==> src/rtl/vpe_pkt_fetch_if.sv <==
// Word-serial feature stream into the VPE packet fetcher.
// Source drives valid/data/last; the fetcher returns a registered ready.
interface vpe_pkt_fetch_if #(
    parameter int DW = 8
);
    logic          s_valid;
    logic          s_ready;
    logic [DW-1:0] s_data;
    logic          s_last;

    modport master (
        output s_valid,
        output s_data,
        output s_last,
        input  s_ready
    );

    modport slave (
        input  s_valid,
        input  s_data,
        input  s_last,
        output s_ready
    );
endinterface

==> src/rtl/vpe_pkt_fetch.sv <==
// VPE feature packet fetcher: gathers one packet into a shadow buffer,
// publishes it to the controller with a one-cycle pulse, tracks errors.
module vpe_pkt_fetch #(
    parameter int LANES = 8,
    parameter int DW    = 8,
    parameter int LW    = $clog2(LANES+1)
) (
    input  logic                clk,
    input  logic                rst,
    input  logic                fetch_pkt_fea,
    output logic                pkt_fea_valid,
    output logic [LANES*DW-1:0] fea_vec,
    output logic [LW-1:0]       fea_len,
    vpe_pkt_fetch_if.slave      s,
    output logic [15:0]         pkt_cnt,
    output logic                err_short,
    output logic                err_overlen
);
    localparam int IW = $clog2(LANES);

    typedef enum logic [2:0] {
        IDLE, COLLECT, DISCARD, DONE, WAIT_LOW
    } state_t;

    state_t              state, state_nx;
    logic [IW-1:0]       idx;
    logic [LANES*DW-1:0] shadow, shadow_wr;
    logic                beat, at_end;
    logic                ready_nx, valid_nx;

    assign beat   = s.s_valid && s.s_ready;
    assign at_end = (idx == IW'(LANES-1));

    always_ff @(posedge clk or posedge rst) begin
        if (rst) state <= IDLE;
        else     state <= state_nx;
    end

    always_comb begin
        state_nx = state;
        unique case (state)
            IDLE:     if (fetch_pkt_fea) state_nx = COLLECT;
            COLLECT:
                if (beat) begin
                    if (s.s_last)    state_nx = DONE;
                    else if (at_end) state_nx = DISCARD;
                end
            DISCARD:  if (beat && s.s_last) state_nx = DONE;
            DONE:     state_nx = WAIT_LOW;
            WAIT_LOW: if (!fetch_pkt_fea) state_nx = IDLE;
            default:  state_nx = IDLE;
        endcase
    end

    // Ready and pulse are registered off the next state
    always_comb begin
        ready_nx = (state_nx == COLLECT) || (state_nx == DISCARD);
        valid_nx = (state_nx == DONE);
    end

    always_comb begin
        shadow_wr = shadow;
        shadow_wr[idx*DW +: DW] = s.s_data;
    end

    always_ff @(posedge clk or posedge rst) begin
        if (rst) begin
            s.s_ready     <= 1'b0;
            pkt_fea_valid <= 1'b0;
        end else begin
            s.s_ready     <= ready_nx;
            pkt_fea_valid <= valid_nx;
        end
    end

    always_ff @(posedge clk or posedge rst) begin
        if (rst) begin
            idx    <= '0;
            shadow <= '0;
        end else if (state == IDLE && fetch_pkt_fea) begin
            idx    <= '0;
            shadow <= '0;
        end else if (state == COLLECT && beat) begin
            shadow <= shadow_wr;
            if (!s.s_last && !at_end) idx <= idx + 1'b1;
        end
    end

    // A packet reaching DONE from DISCARD always filled every lane
    always_ff @(posedge clk or posedge rst) begin
        if (rst) begin
            fea_vec     <= '0;
            fea_len     <= '0;
            pkt_cnt     <= '0;
            err_short   <= 1'b0;
            err_overlen <= 1'b0;
        end else if (state_nx == DONE && state != DONE) begin
            pkt_cnt <= pkt_cnt + 16'd1;
            if (state == COLLECT) begin
                fea_vec <= shadow_wr;
                fea_len <= LW'(idx) + LW'(1);
                if (!at_end) err_short <= 1'b1;
            end else begin
                fea_vec     <= shadow;
                fea_len     <= LW'(LANES);
                err_overlen <= 1'b1;
            end
        end
    end
endmodule

==> src/flat_wrapper.sv <==
// flat-port wrapper written by rule: the top's interface ports become plain ports
module vpe_pkt_fetch_flat 
#(
    parameter int LANES = 8,
    parameter int DW    = 8,
    parameter int LW    = $clog2(LANES+1)
)
  (clk, rst, fetch_pkt_fea, pkt_fea_valid, fea_vec, fea_len, pkt_cnt, err_short, err_overlen, s_s_valid, s_s_data, s_s_last, s_s_ready);
  vpe_pkt_fetch_if #(.DW(DW)) s_i ();
  input  logic clk;
  input  logic rst;
  input  logic fetch_pkt_fea;
  output logic pkt_fea_valid;
  output logic [LANES*DW-1:0] fea_vec;
  output logic [LW-1:0] fea_len;
  output logic [15:0] pkt_cnt;
  output logic err_short;
  output logic err_overlen;
  input wire logic [$bits(s_i.s_valid)-1:0] s_s_valid;
  input wire logic [$bits(s_i.s_data)-1:0] s_s_data;
  input wire logic [$bits(s_i.s_last)-1:0] s_s_last;
  output wire logic [$bits(s_i.s_ready)-1:0] s_s_ready;
  assign s_i.s_valid = s_s_valid;
  assign s_i.s_data = s_s_data;
  assign s_i.s_last = s_s_last;
  assign s_s_ready = s_i.s_ready;
  vpe_pkt_fetch #(.LANES(LANES), .DW(DW), .LW(LW)) u_core (.clk(clk), .rst(rst), .fetch_pkt_fea(fetch_pkt_fea), .pkt_fea_valid(pkt_fea_valid), .fea_vec(fea_vec), .fea_len(fea_len), .s(s_i), .pkt_cnt(pkt_cnt), .err_short(err_short), .err_overlen(err_overlen));
endmodule
==> config.mk <==
export PLATFORM = sky130hd
export DESIGN_NAME = vpe_pkt_fetch_flat
export DESIGN_NICKNAME = d
export VERILOG_FILES = /design/src/rtl/vpe_pkt_fetch_if.sv /design/src/rtl/vpe_pkt_fetch.sv /design/src/flat_wrapper.sv
export SDC_FILE = /design/constraint.sdc
export NUM_CORES = 1
export LEC_CHECK = 0
export CAP_MARGIN = 0
export CORE_MARGIN = 8
export CORE_UTILIZATION = 45
export DETAILED_ROUTE_END_ITERATION = 12
export PLACE_DENSITY_LB_ADDON = 0.3
export SLEW_MARGIN = 20
export SYNTH_ARGS = -nofsm -noshare
export SYNTH_HDL_FRONTEND = slang
export SYNTH_SLANG_ARGS = --single-unit
==> constraint.sdc <==
create_clock -name clk -period 13 [get_ports clk]
set_clock_uncertainty 0.2 [all_clocks]
set_input_delay 1.95 -clock clk [delete_from_list [all_inputs] [get_ports clk]]
set_output_delay 1.95 -clock clk [all_outputs]
set_load 0.01 [all_outputs]
Yosys cells after proc, flatten, opt, wreduce, memory -nomap -nowiden
Index checks and enable logic that the tools add are counted.

storage, ports and cells
  output and inout port bits = 88
  bits in latches = 0
  bits in registers = 158
  memories kept = 0
  bits in read-only memories = 0
  logic and storage cells = 57
  input port bits = 13
  RAM bits = 0

operators by class
  multipliers = 0
  bitwise logic cells = 2
  divide/modulo/power cells = 0
  add/sub/neg operators = 4
  order comparisons = 0
  shift operators = 2
  multiplexer cells = 15
  reduce and logical (&&, ||, !) cells = 15
  equality and inequality tests = 9

operator list
  cell                     number
  $mux 64                  3
  $bwmux 64                1
  $shift 8x34->64 const A  1
  $shiftx 8x34->64         1
  $neg 6->34               1
  $mux 3                   9
  $add 16x1->16 const B    1
  $pmux 3 s5               1
  $eq 3x2->1 const B       4
  $eq 3x1->1 const B       2
  $eq 3x3->1 const B       2
  $logic_and 1x1->1        6
  $add 3x1->4 const B      1
  $mux 4                   1
  $reduce_and 2->1         2
  $reduce_bool 2->1        2
  $add 3x1->3 const B      1
  $logic_not 3->1          1
  $ne 3x2->1 const B       1
  $reduce_and 3->1         1
  $logic_not 1->1          2
  $not 1->1                2
  $logic_or 1x1->1         1

Logic depth before layout (Yosys ltp)
  depth after elaboration = 8
  mapped depth = 10
  mapped depth without buffers = 7

Least setup slack after synthesis
No wires, ideal clock.

  kind = input to register
  start = in s_s_last
  end = reg u_core.fea_vec[25]
  arrival time = 3.032 ns
  setup slack = 9.686 ns
  setup time = 0.082 ns
  path buffers = 2
  stages on the path = 7
  required time = 12.718 ns
  path through = and4b_1 > nand2_1 > inv_1 > clkbuf_1 > clkbuf_1 > nor2_1 > a31oi_1

on the way
  longest elaborated chain between the ends = 5
  elaborated cells between the ends (all ways) = 7
  classes of those cells = eq/ne (1); mux (4); reduce/logical (2)

ends and longest elaborated chain
  element                                      RTL line                                  RTL
  start: declaration                           flat_wrapper.sv:21                        input wire logic [$bits(s_i.s_last)-1:0] s_s_last;
  $mux 3 or $logic_and 1x1->1 (tied branches)  vpe_pkt_fetch.sv:45, vpe_pkt_fetch.sv:48
  $mux 3, on equally long branches             vpe_pkt_fetch.sv:44, vpe_pkt_fetch.sv:48
  $pmux 3 s5 (*)                               vpe_pkt_fetch.sv:41                       unique case (state)
  $eq 3x2->1 (*)                               vpe_pkt_fetch.sv:97                       end else if (state_nx == DONE && state != DONE) begin
  $logic_and 1x1->1 (*)                        vpe_pkt_fetch.sv:97
  end signal: assignment                       vpe_pkt_fetch.sv:100                      fea_vec <= shadow_wr;
  end signal: assignment                       vpe_pkt_fetch.sv:104                      fea_vec <= shadow;
  end: declaration                             vpe_pkt_fetch.sv:12                       output logic [LANES*DW-1:0] fea_vec,

Every way passes the cells marked *; elsewhere a longest branch is shown, timed or not.
A chain may end at the register's enable or synchronous reset.

Worst setup path after layout
  start = in s_s_last
  end = reg u_core.fea_vec[60]

The elaborated chain is that of the path after synthesis.

==> impl_metrics.csv <==
group,metric,value,unit
outcome,run_status,"finished, final reports clean",
floorplan,die_h,144,microns
critical_path,cp-startpoint,"s_s_last",
logic_synthesis,synth.cell_area,0.00733,sq mm
power_and_ir_drop,power_per_cell_area,209,mW/mm^2
detailed_routing,detailroute.via_count,5878,
finish,most_common_library_cell_in_the_layout_ignoring_fill_and_taps,"dfrtp_1",
logic_synthesis,flip_flop_and_latch_count_after_synthesis,158,
cts,cts.path.max_buffers,2,
floorplan,num_io_pins,101,
cts,postCtsResizedCells,0,
sta,final.setup.tns,0,ns
placed_design,placement.setup.worst_slack,8.13,ns
finish,leading_cell_types_in_the_layout_fill_and_taps_excluded,"dfrtp_1 (158), nand2_1 (156), clkdlybuf4s50_1 (100)",
critical_path,reg2reg_from,"u_core.idx[0]",
critical_path,cpPeakStageDelay,0.59,ns
placed_design,dp_hpwl,12300,microns
sta,grt_setup_unrepaired,"no",
critical_path,family_with_the_most_delay_on_the_worst_path,"buffers and inverters",
logic_synthesis,synth_fp_nets,788,
sta,max_slew.worst_pin.slew,0.891,ns
sta,timing.final.setup_violations,0,
power_and_ir_drop,power.clock.fraction,25.3,%
sta,hold_viol,0,
critical_path,critical_path.reg2reg.endpoint,"u_core.shadow[0]",
logic_synthesis,post_synth_main_area_contributors,"dfrtp_1 (54%), mux2i_1 (8.7%), nand2_1 (8.0%)",
critical_path,worstSetupPathDepth,8,
critical_path,cpMaxStageDelayCell,"clkinv_2",
cts,tritoncts,"yes",
global_routing,largest_net_degree_at_the_start_of_global_routing,81,
detailed_routing,remaining_number_of_nets_flagged_by_the_antenna_check_after_routing,0,
placed_design,dpl_cell_area,0.00838,sq mm
detailed_routing,drt-total-wl,18900,microns
logic_synthesis,synth-main-ff-cell,"dfrtp_1",
critical_path,timing.critical_path.cells,"clkdlybuf4s50_1, and4b_1, nand2_1, buf_4, clkinv_2, buf_4, nor2_1, a31oi_1",
critical_path,critPathBufInv,4,
global_routing,grt_pass1_vias,5795,
critical_path,cp_common_cell,"buf_4",
logic_synthesis,syn_area_per_cell,9.55,sq um
logic_synthesis,syn_inst,768,
floorplan,fp.coreArea,0.0159,sq mm
cts,tritoncts.num_buffers,17,
global_routing,grt_antenna_before_repair,0,
critical_path,worst_ep_arrival_time,4.51,ns
cts,cts-root-buf,"clkbuf_16",
run,max-cap-violations,0,
finish,finish.net_count,850,
detailed_routing,post-route-drc-count,0,
detailed_routing,detailedRoute.firstPassIterationCount,5,
cts,clock_insertion_delay_worst_skew,0.42,ns
sta,timing.final.crit_share,34.2,%
logic_synthesis,edff_count_synth,0,
sta,worst_slack,8.55,ns
cts,htreeDepth,4,
hold_path,hold_class,"reg -> reg",
cts,post_cts_setup_buffer_count,0,
global_routing,grt_use_total,19.2,%
detailed_routing,routed_via_density,5.55,
global_routing,grt.overflow.total,0,
finish,antenna-diode-count,0,
cts,cts_hold_repair.buffers,0,
logic_synthesis,synth.top_cell.area_share,53.9,%
critical_path,worstSetupStartpointType,"primary input",
sta,slew_viol_final,0,
power_and_ir_drop,net-switching-power,664,uW
critical_path,flop_to_flop_setup_slack,9.75,ns
critical_path,worst-endpoint-required,13.06,ns
power_and_ir_drop,comb_power_share,37.0,%
critical_path,largest_fanout_of_any_net_on_the_critical_path,70,
sta,relSlewSlack,40.6,%
finish,flow.area_growth_from_synthesis,21.9,%
power_and_ir_drop,leakage_dissipation,3.78,nW
floorplan,chipWidth,144,microns
floorplan,die_outline_area,0.0206,sq mm
finish,post_route_cells_drive_above_1_share,5.34,%
detailed_routing,drt_iter0_drc,440,
floorplan,rows,46,
sta,finalCriticalPeriod,4.45,ns
sta,fmax,225,MHz
logic_synthesis,post_synthesis_sequential_area_ratio,53.9,%
logic_synthesis,synth.lib_cells_used.distinct,44,
power_and_ir_drop,peakVddDrop,0.000139,V
logic_synthesis,synth_area_leader_cell,"dfrtp_1",
power_and_ir_drop,p_int,1.20,mW
detailed_routing,detail_route.wl_per_cell,17.8,microns
cts,clock_sink_count,158,
cts,clk_transition_reported_paths,0.06,ns
floorplan,start_util,46.2,%
critical_path,path_class,"in -> reg",
global_routing,grt_first_pass_wirelength,30900,microns
critical_path,reg2regPathDepth,6,
finish,layout.cell_area.non_filler,0.00894,sq mm
power_and_ir_drop,power_switching_share,35.5,%
critical_path,endpoint_kind,"register",
critical_path,crit_path_end,"u_core.fea_vec[60]",
placed_design,place.gp.congestion,0.777,
placed_design,port_buffers,100,
power_and_ir_drop,pwr-share-seq,37.7,%
logic_synthesis,ys_async_sr_fraction,100,%
logic_synthesis,synth.yosys.warnings,0,
==> worst min path at each step <==
stage / cells after the start / start / endpoint / slack, ns
final: 1 / u_core.pkt_cnt[15] / u_core.pkt_cnt[15] / 0.26
after global routing: 1 / u_core.pkt_cnt[15] / u_core.pkt_cnt[15] / 0.29
after CTS: 1 / u_core.pkt_cnt[15] / u_core.pkt_cnt[15] / 0.27
after detailed placement: 1 / u_core.pkt_cnt[15] / u_core.pkt_cnt[15] / 0.26
after global placement: 1 / u_core.pkt_cnt[15] / u_core.pkt_cnt[15] / 0.26
after floorplan: 2 / u_core.shadow[41] / u_core.fea_vec[41] / 0.27
==> sequential cells by signal, summed over array words and instances, names as in the netlist <==
signal	flops
u_core.state	3
u_core.s.s_ready	1
u_core.shadow	64
u_core.pkt_fea_valid	1
u_core.pkt_cnt	16
u_core.idx	3
u_core.err_overlen	1
u_core.fea_vec	64
u_core.fea_len	4
u_core.err_short	1
==> area by class of cell <==
| type | count | area [sq um] |
|---|---|---|
| fill | 1419 | 6940 |
| sequential | 158 | 3950 |
| multi-input combinational | 536 | 3060 |
| timing repair buffer | 105 | 1040 |
| clock buffer | 21 | 470 |
| tap | 216 | 270 |
| clock inverter | 11 | 91.3 |
| inverter | 12 | 51.3 |
==> metrics by stage <==
stage                     std cells  hold WS, ns  power, mW  utilization [%]
final                          1059        0.265       1.87             56.3
after global routing           1059        0.293       1.98             56.3
after CTS                      1059        0.268       1.88             56.3
after detailed placement       1027        0.255       1.41             52.7
after global placement         1027        0.256       1.40             52.7
after floorplan                 768        0.270       1.09                -
==> metal layers <==
| metal | track usage (%) | wire length (microns) |
|---|---|---|
| met1 | 25.4 | 8370 |
| met2 | 30.3 | 8970 |
| met3 | 5.28 | 1270 |
| met4 | 5.48 | 250 |
| met5 | 0 | 0 |
==> worst register-to-register path: cells and delay by family, from the launching register on <==
kind / cells / cell delay [ns]
flops: 1 / 0.59
fa+ha+maj: 2 / 0.69
buf+inv: 1 / 0.28
compound gates: 1 / 0.21
simple gates: 2 / 1.14
==> Yosys cell counts (6+ instances only) <==
master and count:
a21oi_1 34, a31oi_1 42, and2_1 6, and4_1 6, clkbuf_1 45, dfrtp_1 158
ha_1 7, inv_1 12, mux2i_1 64, nand2_1 156, nand3_1 59, nand4_1 11
nor2_1 66, nor3_1 8, o21ai_0 18, or3_1 11, xnor2_1 11, xor2_1 6
==> power groups by stage <==
stage | combinational, mW | clock, mW | sequential (mW)
final | 0.692 | 0.472 | 0.704
after global placement | 0.682 | 0 | 0.713
after global routing | 0.762 | 0.498 | 0.720
after floorplan | 0.354 | 0 | 0.738
after detailed placement | 0.699 | 0 | 0.709
after CTS | 0.701 | 0.479 | 0.704
==> cells by family (layout without fill, tap and decap cells) <==
kind of cell | count (synthesis) | count (layout) | share of synthesized area, %
mux | 64 | 64 | 8.74
simple gates | 347 | 347 | 21.9
xor+xnor | 17 | 17 | 2.03
compound gates | 101 | 101 | 7.92
flops | 158 | 158 | 53.9
fa+ha+maj | 7 | 7 | 1.19
buf+inv | 74 | 149 | 4.35
Power figures use the tool's default switching activity.
